`src/rtl/gate_op_pkg.sv`:
```
// Shared opcode encodings, opcode width and FSM state type for gate_op_arbiter.
package gate_op_pkg;

    localparam int OP_W = 3;

    localparam logic [OP_W-1:0] OP_AND     = 3'd0;
    localparam logic [OP_W-1:0] OP_OR      = 3'd1;
    localparam logic [OP_W-1:0] OP_NAND    = 3'd2;
    localparam logic [OP_W-1:0] OP_NOR     = 3'd3;
    localparam logic [OP_W-1:0] OP_XOR     = 3'd4;
    localparam logic [OP_W-1:0] OP_XNOR    = 3'd5;
    localparam logic [OP_W-1:0] OP_NOT     = 3'd6;
    localparam logic [OP_W-1:0] OP_ILLEGAL = 3'd7;

    typedef enum logic [1:0] {
        IDLE = 2'd0,
        EXEC = 2'd1,
        RESP = 2'd2
    } state_t;

endpackage

```
`src/rtl/gate_rr_arbiter.sv`:
```
// Combinational round-robin grant: searches from last_grant_i+1 upward with wrap,
// producing a one-hot grant and its encoded index. No grant when en_i is low.
module gate_rr_arbiter #(
    parameter int NUM_REQ = 4,
    parameter int ID_W    = $clog2(NUM_REQ)
) (
    input  logic [NUM_REQ-1:0] req_i,
    input  logic [ID_W-1:0]    last_grant_i,
    input  logic               en_i,
    output logic [NUM_REQ-1:0] grant_o,
    output logic [ID_W-1:0]    grant_idx_o
);

    logic [ID_W:0] cand;
    logic          found;

    always_comb begin
        grant_o     = '0;
        grant_idx_o = '0;
        found       = 1'b0;
        cand        = '0;
        // One extra bit of headroom so last_grant + offset never overflows before the wrap.
        for (int k = 1; k <= NUM_REQ; k++) begin
            cand = {1'b0, last_grant_i} + (ID_W+1)'(k);
            if (cand >= (ID_W+1)'(NUM_REQ)) begin
                cand = cand - (ID_W+1)'(NUM_REQ);
            end
            if (en_i && !found && req_i[cand[ID_W-1:0]]) begin
                found                      = 1'b1;
                grant_o[cand[ID_W-1:0]]    = 1'b1;
                grant_idx_o                = cand[ID_W-1:0];
            end
        end
    end

endmodule

```
`src/rtl/gate_op_arbiter.sv`:
```
// Round-robin shared bitwise logic unit: IDLE (grant/accept) -> EXEC (compute) -> RESP (hold result).
// Optional per-requester accept counters are built when GATE_OP_ARBITER_STATS_EN is defined.
module gate_op_arbiter #(
    parameter  int NUM_REQ = 4,
    parameter  int W       = 8,
    localparam int ID_W    = $clog2(NUM_REQ)
) (
    input  logic                 clk,
    input  logic                 rst,
    input  logic [NUM_REQ-1:0]   req_valid,
    output logic [NUM_REQ-1:0]   req_ready,
    input  logic [3*NUM_REQ-1:0] req_op,
    input  logic [W*NUM_REQ-1:0] req_a,
    input  logic [W*NUM_REQ-1:0] req_b,
    output logic                 rsp_valid,
    input  logic                 rsp_ready,
    output logic [ID_W-1:0]      rsp_id,
    output logic [W-1:0]         rsp_data,
`ifdef GATE_OP_ARBITER_STATS_EN
    output logic                 rsp_err,
    input  logic                 stats_clr,
    output logic [16*NUM_REQ-1:0] grant_count
`else
    output logic                 rsp_err
`endif
);

    import gate_op_pkg::*;

    state_t              state_q, state_d;
    logic [ID_W-1:0]     last_grant_q;
    logic [OP_W-1:0]     op_q;
    logic [W-1:0]        a_q, b_q;
    logic [ID_W-1:0]     id_q;
    logic [W-1:0]        rsp_data_q;
    logic                rsp_err_q;
    logic [ID_W-1:0]     rsp_id_q;

    logic [NUM_REQ-1:0]  grant;
    logic [ID_W-1:0]     grant_idx;
    logic                arb_en;
    logic                accept;
    logic [W-1:0]        res_data;
    logic                res_err;

    logic [OP_W-1:0]     op_arr [NUM_REQ];
    logic [W-1:0]        a_arr  [NUM_REQ];
    logic [W-1:0]        b_arr  [NUM_REQ];

    for (genvar gi = 0; gi < NUM_REQ; gi++) begin : g_unpack
        assign op_arr[gi] = req_op[gi*OP_W +: OP_W];
        assign a_arr[gi]  = req_a[gi*W +: W];
        assign b_arr[gi]  = req_b[gi*W +: W];
    end

    // Grant is suppressed during reset so req_ready reads 0 whatever the stale state.
    assign arb_en = (state_q == IDLE) && !rst;

    gate_rr_arbiter #(
        .NUM_REQ (NUM_REQ),
        .ID_W    (ID_W)
    ) u_arb (
        .req_i        (req_valid),
        .last_grant_i (last_grant_q),
        .en_i         (arb_en),
        .grant_o      (grant),
        .grant_idx_o  (grant_idx)
    );

    always_ff @(posedge clk) begin
        if (rst) begin
            state_q <= IDLE;
        end else begin
            state_q <= state_d;
        end
    end

    always_comb begin
        state_d = state_q;
        case (state_q)
            IDLE:    if (accept) state_d = EXEC;
            EXEC:    state_d = RESP;
            RESP:    if (rsp_valid && rsp_ready) state_d = IDLE;
            default: state_d = IDLE;
        endcase
    end

    always_comb begin
        req_ready = grant;
        accept    = |(req_valid & grant);
        rsp_valid = (state_q == RESP) && !rst;
    end

    always_comb begin
        res_data = '0;
        res_err  = 1'b0;
        case (op_q)
            OP_AND:     res_data = a_q & b_q;
            OP_OR:      res_data = a_q | b_q;
            OP_NAND:    res_data = ~(a_q & b_q);
            OP_NOR:     res_data = ~(a_q | b_q);
            OP_XOR:     res_data = a_q ^ b_q;
            OP_XNOR:    res_data = ~(a_q ^ b_q);
            OP_NOT:     res_data = ~a_q;
            OP_ILLEGAL: res_err  = 1'b1;
            default:    res_err  = 1'b1;
        endcase
    end

    always_ff @(posedge clk) begin
        if (rst) begin
            last_grant_q <= ID_W'(NUM_REQ - 1);
            op_q         <= '0;
            a_q          <= '0;
            b_q          <= '0;
            id_q         <= '0;
            rsp_data_q   <= '0;
            rsp_err_q    <= 1'b0;
            rsp_id_q     <= '0;
        end else begin
            if (accept) begin
                op_q         <= op_arr[grant_idx];
                a_q          <= a_arr[grant_idx];
                b_q          <= b_arr[grant_idx];
                id_q         <= grant_idx;
                last_grant_q <= grant_idx;
            end
            if (state_q == EXEC) begin
                rsp_data_q <= res_data;
                rsp_err_q  <= res_err;
                rsp_id_q   <= id_q;
            end
        end
    end

    assign rsp_data = rsp_data_q;
    assign rsp_err  = rsp_err_q;
    assign rsp_id   = rsp_id_q;

`ifdef GATE_OP_ARBITER_STATS_EN
    logic [15:0] cnt_q [NUM_REQ];

    for (genvar gi = 0; gi < NUM_REQ; gi++) begin : g_stats
        // A clear that coincides with an accept wins.
        always_ff @(posedge clk) begin
            if (rst || stats_clr) begin
                cnt_q[gi] <= '0;
            end else if (accept && (grant_idx == ID_W'(gi)) && (cnt_q[gi] != 16'hFFFF)) begin
                cnt_q[gi] <= cnt_q[gi] + 16'd1;
            end
        end
        assign grant_count[gi*16 +: 16] = cnt_q[gi];
    end
`endif

endmodule

```
`config.mk`:
```
export PLATFORM = sky130hd
export DESIGN_NAME = gate_op_arbiter
export DESIGN_NICKNAME = d
export VERILOG_FILES = /design/src/rtl/gate_op_pkg.sv /design/src/rtl/gate_rr_arbiter.sv /design/src/rtl/gate_op_arbiter.sv
export SDC_FILE = /design/constraint.sdc
export NUM_CORES = 1
export LEC_CHECK = 0
export ABC_AREA = 1
export CAP_MARGIN = 10
export CORE_ASPECT_RATIO = 0.9
export CORE_MARGIN = 2
export CORE_UTILIZATION = 53
export CTS_BUF_LIST = sky130_fd_sc_hd__clkbuf_2 sky130_fd_sc_hd__clkbuf_4 sky130_fd_sc_hd__clkbuf_8
export CTS_CLUSTER_SIZE = 25
export DETAILED_ROUTE_END_ITERATION = 10
export GPL_TIMING_DRIVEN = 0
export HOLD_SLACK_MARGIN = 0.15
export PLACE_DENSITY_LB_ADDON = 0.08
export SLEW_MARGIN = 20
export SYNTH_ARGS = -nofsm -noshare
export SYNTH_HDL_FRONTEND = slang
export SYNTH_SLANG_ARGS = --single-unit
```
`constraint.sdc`:
```
create_clock -name clk -period 3.57 [get_ports clk]
set_input_delay 0.5355 -clock clk [delete_from_list [all_inputs] [get_ports clk]]
set_output_delay 0.5355 -clock clk [all_outputs]
set_load 0.005 [all_outputs]
```
After elaboration in Yosys (flattened, before gate mapping). Cells that the tools add are included.

Bits in registers: 36. Logic and storage cells: 120.

Add/subtract/negate cells: 8. Magnitude comparators: 13. Equality and inequality tests: 11. Mux-type cells: 45. Bitwise operators: 12. Reductions and logical operators: 22.

Operators with widths (number): $pmux W8 S7 (1); $bmux W8 S2 (2); $mux W8 (4); $not A8 Y8 (4); $mux W2 (10); $mux W4 (4); $ge A3 B3 Y1 const B (5); $logic_and A1 B1 Y1 (14); $eq A3 B3 Y1 const B (4); $lt A2 B3 Y1 const B (4); $mux W1 (12); $or A4 B4 Y4 (3); $and A8 B8 Y8 (1); $bmux W1 S2 (4); $demux W1 S2 (4); $ge A2 B1 Y1 const B (4); $or A8 B8 Y8 (1); $sub A2 B1 Y2 const B (4); $xor A8 B8 Y8 (1); $add A2 B2 Y3 const B (2); $bmux W3 S2 (1); $eq A3 B2 Y1 const B (2); $mux W3 (2); $pmux W2 S3 (1); other kinds (13) (17).

Logic depth before layout (Yosys ltp). Gate-level depths: netlist of run 1.

Depth after elaboration: 23. Mapped depth: 18.

By module. A second synthesis of run 1 with hierarchy kept.

Cells, all modules: 547. Area, all modules: 3203.1 um^2.

Modules (own cells, without submodules): gate_op_arbiter (instances 1, cells an instance 464, area each 2706.3 um^2, seq. area each 720.7 um^2); gate_rr_arbiter (instances 1, cells an instance 83, area each 496.7 um^2, seq. area each 0.0 um^2).

Least setup slack after synthesis of run 1. OpenSTA, ideal clock, no wires.

Path kind: register to register. Start point: reg last_grant_q[1]. End point: reg a_q[1]. Setup time: 112 ps. Data arrival time: 2334 ps. Data required time: 3458 ps. Setup slack: 1125 ps. Stages on the path, launching flop included: 19. Buffers on the path: 2. Period minus slack after synthesis: 2445 ps. Path through: dfxtp_1 inv_1 ha_1 inv_1 nand3_1 nand2_2 nand2_2 nor2_4 nand2_1 nand2_1 nand3_1 nand2_1 buf_4 buf_6 nand2_1 nand3_1 nand2_1 nor2_1 nor2_1.

Longest elaborated chain between the ends: 23.

RTL lines: start, declared (line gate_op_arbiter.sv:31) `logic [ID_W-1:0] last_grant_q;`; start signal, assigned (line gate_op_arbiter.sv:112) `last_grant_q <= ID_W'(NUM_REQ - 1);`; start signal, assigned (line gate_op_arbiter.sv:126) `last_grant_q <= grant_idx;`; $add A2 B1 Y3 (line gate_rr_arbiter.sv:24) `cand = {1'b0, last_grant_i} + (ID_W+1)'(k);`; $ge A3 B3 Y1 / $sub A2 B1 Y2 (equally long branches) (line gate_rr_arbiter.sv:25, gate_rr_arbiter.sv:26); $mux W2 (line gate_rr_arbiter.sv:25) `if (cand >= (ID_W+1)'(NUM_REQ)) begin`; $bmux W1 S2 (line gate_rr_arbiter.sv:28) `if (en_i && !found && req_i[cand[ID_W-1:0]]) begin`; $mux W1 (not written as such) (line gate_rr_arbiter.sv:28); $logic_and A1 B1 Y1 (line gate_rr_arbiter.sv:28); $mux W1 (line gate_rr_arbiter.sv:28); $logic_not A1 Y1 (line gate_rr_arbiter.sv:28); [... 4 more ...]; $logic_and A1 B1 Y1 (2 in series) (line gate_rr_arbiter.sv:28); $mux W1 (line gate_rr_arbiter.sv:28); $logic_not A1 Y1 (line gate_rr_arbiter.sv:28); $logic_and A1 B1 Y1 (2 in series) (line gate_rr_arbiter.sv:28); $mux W2 (line gate_rr_arbiter.sv:28); $not A2 Y3 (not written as such) (line gate_op_arbiter.sv:123) `a_q <= a_arr[grant_idx];`; $bmux W8 S2 (line gate_op_arbiter.sv:123); $mux W8 (not written as such) (2 in series) (line gate_op_arbiter.sv:123); end signal, assigned (line gate_op_arbiter.sv:123); end, declared (line gate_op_arbiter.sv:33) `logic [W-1:0] a_q, b_q;`.

Parallel ways exist; a longest one is shown, timed or not. The select of a mux whose other input is x is not followed. A chain may end at the register's enable or synchronous reset.

Worst setup path after layout of run 1.
Start point: reg last_grant_q[1]. End point: out req_ready[0].

Longest elaborated chain between the ends: 19.

RTL lines: parallel branches: the longest is 18 deep, another holds $add A2 B1 Y3; $mux W4 (*) (line gate_rr_arbiter.sv:28); end, declared (line gate_op_arbiter.sv:11) `output logic [NUM_REQ-1:0] req_ready,`.

Every way passes the cells marked *. The select of a mux whose other input is x is not followed.

==> results of run 1 <==
-- worst max-delay path, delay by kind of cell (launching register included) --
family / cells / cell delay, ns
buffers and inverters: 4 / 0.84
and+or+nand+nor: 6 / 0.72
DFF: 1 / 0.46
adders and majority gates: 1 / 0.39
-- cell usage after synthesis, drive strengths merged --
master | number | area [um2]
a21oi | 26 | 130
nor2 | 57 | 234
nand3 | 61 | 310
clkbuf | 6 | 22.5
dfxtp | 36 | 721
a221oi | 1 | 8.76
o211ai | 1 | 7.51
ha | 24 | 300
a22oi | 1 | 7.51
inv | 78 | 293
o22ai | 10 | 76.3
o21ai | 7 | 35.0
nand2 | 175 | 667
nor3 | 4 | 20.0
buf | 18 | 106
nand3b | 38 | 285
nand4 | 9 | 56.3
o221ai | 1 | 8.76
-- worst paths after layout --
kind                   start           end  cells past startpoint
max reg2reg  last_grant_q[1]        b_q[3]                     16
max          last_grant_q[1]  req_ready[0]                     11
min reg2reg      rsp_data[5]   rsp_data[5]                      2
min              rsp_data[5]   rsp_data[5]                      2
-- timing repair --
action | in CTS | in global routing
buffers inserted | 0 | 0
setup endpoints to repair | 0 | 4
gates resized for setup | 0 | 2
-- routing by layer --
| metal | wire [um] | part of all wire |
|---|---|---|
| met5 | 0 | 0 |
| met2 | 4760 | 0.49 |
| met1 | 4000 | 0.41 |
| met4 | 227 | 0.023 |
| met3 | 716 | 0.074 |
-- sequential cells by signal, indices dropped and copies added (netlist names) --
register,count
a_q,8
b_q,8
state_q,2
rsp_data,8
op_q,3
id_q,2
rsp_err,1
last_grant_q,2
rsp_id,2
-- cells by family (layout without fill, tap and decap cells) --
group | count (synthesis) | after routing | share of synthesized area
simple gates | 344 | 344 | 0.478
buf+inv | 102 | 208 | 0.128
compound gates | 47 | 47 | 0.0833
flops | 36 | 36 | 0.219
fa+ha+maj | 24 | 24 | 0.0913
-- metrics by stage --
step	area (um2)	setup WS (ns)	total power, W
floorplan	3290	1.12	0.00205
global placement	4360	0.433	0.00258
detailed placement	4360	0.447	0.00264
CTS	4470	0.139	0.00301
global route	4470	0.107	0.00335
finish	4470	0.303	0.00304
-- final cells by class --
| cell class | count | area share |
|---|---|---|
| inverter | 78 | 0.0654 |
| sequential | 36 | 0.162 |
| timing repair buffer | 98 | 0.219 |
| tap | 72 | 0.0201 |
| clock inverter | 3 | 0.00951 |
| clock buffer | 5 | 0.0154 |
| buffer | 24 | 0.0288 |
| multi-input combinational | 415 | 0.480 |
-- report_power, final --
group | total (W) | internal [W] | switching, W
logic | 0.00205 | 0.000770 | 0.00128
clock network | 0.000359 | 0.000207 | 0.000153
registers | 0.000630 | 0.000528 | 0.000102
total | 0.00304 | 0.00150 | 0.00153
-- cells in the final DEF, fill, tap and decap left out, drive strengths merged, types with 4 or more instances in the layout --
cell type      Yosys  final
inv               78     78
o22ai             10     10
clkbuf             6     11
nor2              57     57
a21oi             26     26
nand4              9      9
nand3             61     61
o21ai              7      7
clkdlybuf4s50      0     98
nor3               4      4
buf               18     18
dfxtp             36     36
nand3b            38     38
ha                24     24
nand2            175    175
==> metrics.md, run 1 <==
| Metric | Value |
|---|---|
| Syn Area/Cell | `5.95 um2` |
| Residual DRC count | `0` |
| Sequential share of the synthesized area | `0.219` |
| Fin crit share | `0.915` |
| Post-layout util | `0.740` |
| Worst hold slack | `0.464 ns` |
| CP Launch Type | `flip-flop` |
| Reg area | `just over 700 um2` |
| CTS H-tree lvls | `2` |
| Required @ worst endpoint | `3.03 ns` |
| Slew @ Worst Pin | `approximately 0.95 ns` |
| # IOs | `99` |
| Vias per std cell | `5.44` |
| Vias | `3976` |
| Starting density of the core | `0.544` |
| Met2 usage | `0.515` |
| Synth warn | `0` |
| PwrDens | `679 nW/um2` |
| Sink Count | `36` |
| Root Driver | `clkbuf_8` |
| Largest fanout on the critical path | `9` |
| Final Max Slew Viols | `0` |
| Worst min path class | `reg -> reg` |
| Final setup TNS | `0 ns` |
| Nets@finish | `between 700 and 800` |
| Slew margin rel. | `0.359` |
| Clock latency on the worst-skew pair | `0.29 ns` |
| RSZ-0062 raised after global routing | `false` |
| Worst path cell trace | `inv_1 > ha_1 > inv_1 > nand2_1 > nand2_2 > nor2_4 > inv_2 > nor2_2 > nand2_1 > nand3_1 > clkdlybuf4s50_1` |
| CTS clk-pin slew, worst paths | `0.07 ns` |
| Clock Skew | `0.00435 ns` |
| Highest clock rate | `306 MHz` |
| Hpwl dp | `7.56 mm` |
| Antenna violations before repair | `0` |
| DR pass1 iterations | `5` |
| CTS Buffer Depth | `2` |
| First-pass GRT wire length | `16.4 mm` |
| Final setup violation count | `0` |
| Share of cells above drive strength 1 | `0.0622` |
| Drt initial violations | `259` |
| Most Used Layer, Global Route | `met2` |
| TritonCTS clock tree | `built` |
| Core area | `6050 um2` |
| Post-Syn Nets | `660` |
| Final Hold Vio Count | `0` |
| Crit path time final | `between 3 and 4 ns` |
| Library cells used by synthesis | `27` |
| Area grow syn2layout | `36.0%` |
| Setup Crit Path Kind | `reg -> out` |
| Maximum vdd drop | `approximately 0.36 mV` |
| Drt wl/cell | `13.3 um` |
| Run status | `completed` |
| PortBufs | `around 100` |
| Crit. End Element | `output port` |
| Placed cells | `between 700 and 800` |
| Global placer's final weighted congestion | `0.873` |
| Vias in the first global route | `3705` |
| Hold_buf cts | `0` |
| CTS Buf Count | `5` |
| Largest net degree at the start of global routing | `13` |
| Die width | `87.0 um` |
| Die height | `78.7 um` |
| Max-cap violations | `0` |
| Die area | `6850 um2` |
| GR Overflow Total | `0` |
| Routing usage on met1 | `0.364` |
| Finished Layout Cells | `731` |
| P_leak | `2.18 nW` |
| Worst path arrival time | `around 2.7 ns` |
| Final ANT Viol Nets | `0` |
| Filler Cell Count | `between 500 and 600` |
| Number of diodes | `0` |
| Grt met3 use | `0.0603` |
| Cells after Synth | `553` |
| Crit-path slowest cell | `clkdlybuf4s50_1` |
| Overall Global Routing Usage | `0.294` |
| Worst reg2reg setup slack | `0.66 ns` |
| CP max stage delay | `0.50 ns` |
| Synth Register Bits | `36` |
| Routed wire length | `9.71 mm` |
| Synth Cell Area | `3290 um2` |
| Rows | `27` |
| Multi-input logic area | `roughly 2100 um2` |
Note: power is estimated with default switching activity, not from simulation.
==> run 2, diff against run 1 <==
- GPL_TIMING_DRIVEN: 0 -> not set
==> run 2 against run 1 <==
Net effect: first-iteration DRC count shrank 24%; global-route usage shrank 1.1 points; sequential share of layout area grew 0.20 points; routed wire length shrank 3.6%; largest cell class unchanged.
==> metrics.md, run 2 (synthesis results as in run 1) <==
| Metric | Value |
|---|---|
| Antenna violations before repair | `0 (unchanged)` |
| Final Hold Vio Count | `0 (unchanged)` |
| CTS clk-pin slew, worst paths | `0.07 ns (about the same)` |
| Max-cap violations | `0 (unchanged)` |
| Run status | `completed` |
| Final Power | `0.00292 W (-3.8%)` |
| Vias per std cell | `5.25 (-3.4%)` |
| Placed cells | `707 (-2.2%)` |
| CTS H-tree lvls | `2 (unchanged)` |
| Final ANT Viol Nets | `0 (unchanged)` |
| Clock Skew | `0.00315 ns (-0.00120 ns)` |
| Maximum vdd drop | `0.340 mV (-4.6%)` |
| Finished Layout Cells | `715 (-2.2%)` |
| Vias | `3757 (-5.5%)` |
| Commonest non-fill, non-tap cell in the layout | `nand2_1` |
| Largest net degree at the start of global routing | `39 (+26)` |
| Global placer's final weighted congestion | `0.873 (about the same)` |
| Overall Global Routing Usage | `0.283 (-0.0113)` |
| Fin crit share | `0.876 (-0.0396)` |
| Final Max Slew Viols | `0 (unchanged)` |
| CTS Buf Count | `5 (unchanged)` |
| PortBufs | `98 (unchanged)` |
| Worst path cell trace | `inv_1 > ha_1 > inv_1 > nand3_1 > nand2_2 > nand2_2 > nor2_1 > nand2_1 > nand2_1 > inv_1 > nand3_1 > clkdlybuf4s50_1` |
| Hold_buf cts | `0 (unchanged)` |
| Residual DRC count | `0 (unchanged)` |
| First-pass GRT wire length | `15.7 mm (-4.0%)` |
| Commonest non-fill, non-tap cells in the layout | `171 x nand2_1, 98 x clkdlybuf4s50_1, 75 x inv_1` |
| CP max stage delay | `0.51 ns (about the same)` |
| Drt wl/cell | `13.1 um (-1.4%)` |
| Rows | `27 (unchanged)` |
| Crit-path slowest cell | `clkdlybuf4s50_1` |
| Worst path most repeated cell | `inv_1` |
| RSZ-0062 raised after global routing | `false` |
| Hpwl dp | `7.15 mm (-5.3%)` |
| Setup Crit Path Kind | `reg -> out` |
| Core area | `6050 um2 (unchanged)` |
| Die area | `6850 um2 (unchanged)` |
| Clock latency on the worst-skew pair | `0.29 ns (about the same)` |
| CTS resizes | `0 (unchanged)` |
| Nets@finish | `749 (-2.1%)` |
| DR pass1 iterations | `5 (unchanged)` |
| Crit path time final | `3.13 ns (-0.141 ns)` |
| Final setup violation count | `0 (unchanged)` |
| PwrDens | `664 nW/um2 (-2.3%)` |
| Highest clock rate | `320 MHz (+4.5%)` |
| CP Launch Type | `flip-flop` |
| P_leak | `2.14 nW (-1.7%)` |
| Largest fanout on the critical path | `8 (-1)` |
| GR Overflow Total | `0 (unchanged)` |
| # IOs | `99 (unchanged)` |
| Postcts setup bufs | `0 (unchanged)` |
| Starting density of the core | `0.544 (unchanged)` |
| CTS Buffer Depth | `2 (unchanged)` |
| Filler Cell Count | `528 (+3.3%)` |
| Slew margin rel. | `0.372 (+0.0121)` |
| Number of diodes | `0 (unchanged)` |
| Final setup TNS | `0 ns (unchanged)` |
| Area grow syn2layout | `33.9%` |
| Die width | `87.0 um (unchanged)` |
| Sink Count | `36 (unchanged)` |
| Die height | `78.7 um (unchanged)` |
| TritonCTS clock tree | `built` |
| Crit. End Element | `output port` |
| Share of cells above drive strength 1 | `0.0467 (-0.0156)` |
| Drt initial violations | `197 (-24%)` |
| Slew @ Worst Pin | `0.936 ns (-0.0179 ns)` |
| Routed wire length | `9.36 mm (-3.6%)` |
| Worst min path class | `reg -> reg` |
| Required @ worst endpoint | `3.03 ns (about the same)` |
| Worst path arrival time | `2.59 ns (-0.14 ns)` |
| Root Driver | `clkbuf_8` |
| Vias in the first global route | `3495 (-5.7%)` |
## run 2: changes by cell type in the layout (fill, tap and decap cells not counted), moves of 2 or more
cell and change:
buf_2 -13, buf_4 +3, clkbuf_1 -6, dfxtp_1 +2
dfxtp_2 -2
## run 2: area by class of cell
| type | instances | area, um2 | share of cell area |
|---|---|---|---|
| multi-input cells | 415 | 2150 | 0.488 |
| repair buffers | 106 | 1050 | 0.239 |
| flip-flops and latches | 36 | 721 | 0.164 |
| inverters | 78 | 293 | 0.0665 |
| clock buffers | 7 | 90.1 | 0.0204 |
| well taps | 72 | 90.1 | 0.0204 |
| clock inverters | 1 | 7.51 | 0.00170 |
## run 2: final timing paths
check / start / end / slack, ns / cells past startpoint
max: last_grant_q[1] / req_ready[1] / 0.44 / 12
min: rsp_data[5] / rsp_data[5] / 0.46 / 2
min reg2reg: rsp_data[5] / rsp_data[5] / 0.46 / 2
max reg2reg: last_grant_q[1] / b_q[5] / 0.82 / 18
## run 2: layer usage
layer / wire length, um / track usage
met4: 141 / 0.0656
met5: 0 / 0
met1: 4050 / 0.351
met3: 488 / 0.0541
met2: 4680 / 0.502
## run 2: worst max-delay path, delay by kind of cell (launching register included)
family	cells	cell delay (ns)
adders and majority gates	1	0.34
and+or+nand+nor	7	0.79
buffers and inverters	4	0.88
DFF	1	0.31
## run 2: report_power, final
part	internal [W]	switching [W]	leakage, nW
Sequential	0.000526	0.0000751	0.294
Clock	0.000165	0.000152	0.0479
Combinational	0.000751	0.00126	1.80
## run 2: metrics by stage
stage | cell area, um2 | setup slack [ns] | hold WS (ns) | util
floorplan | 3290 | 1.12 | 0.445 | -
global placement | 4310 | 0.561 | 0.452 | 0.712
detailed placement | 4310 | 0.563 | 0.458 | 0.712
CTS | 4410 | 0.449 | 0.466 | 0.729
global route | 4410 | 0.248 | 0.481 | 0.729
finish | 4410 | 0.444 | 0.464 | 0.729
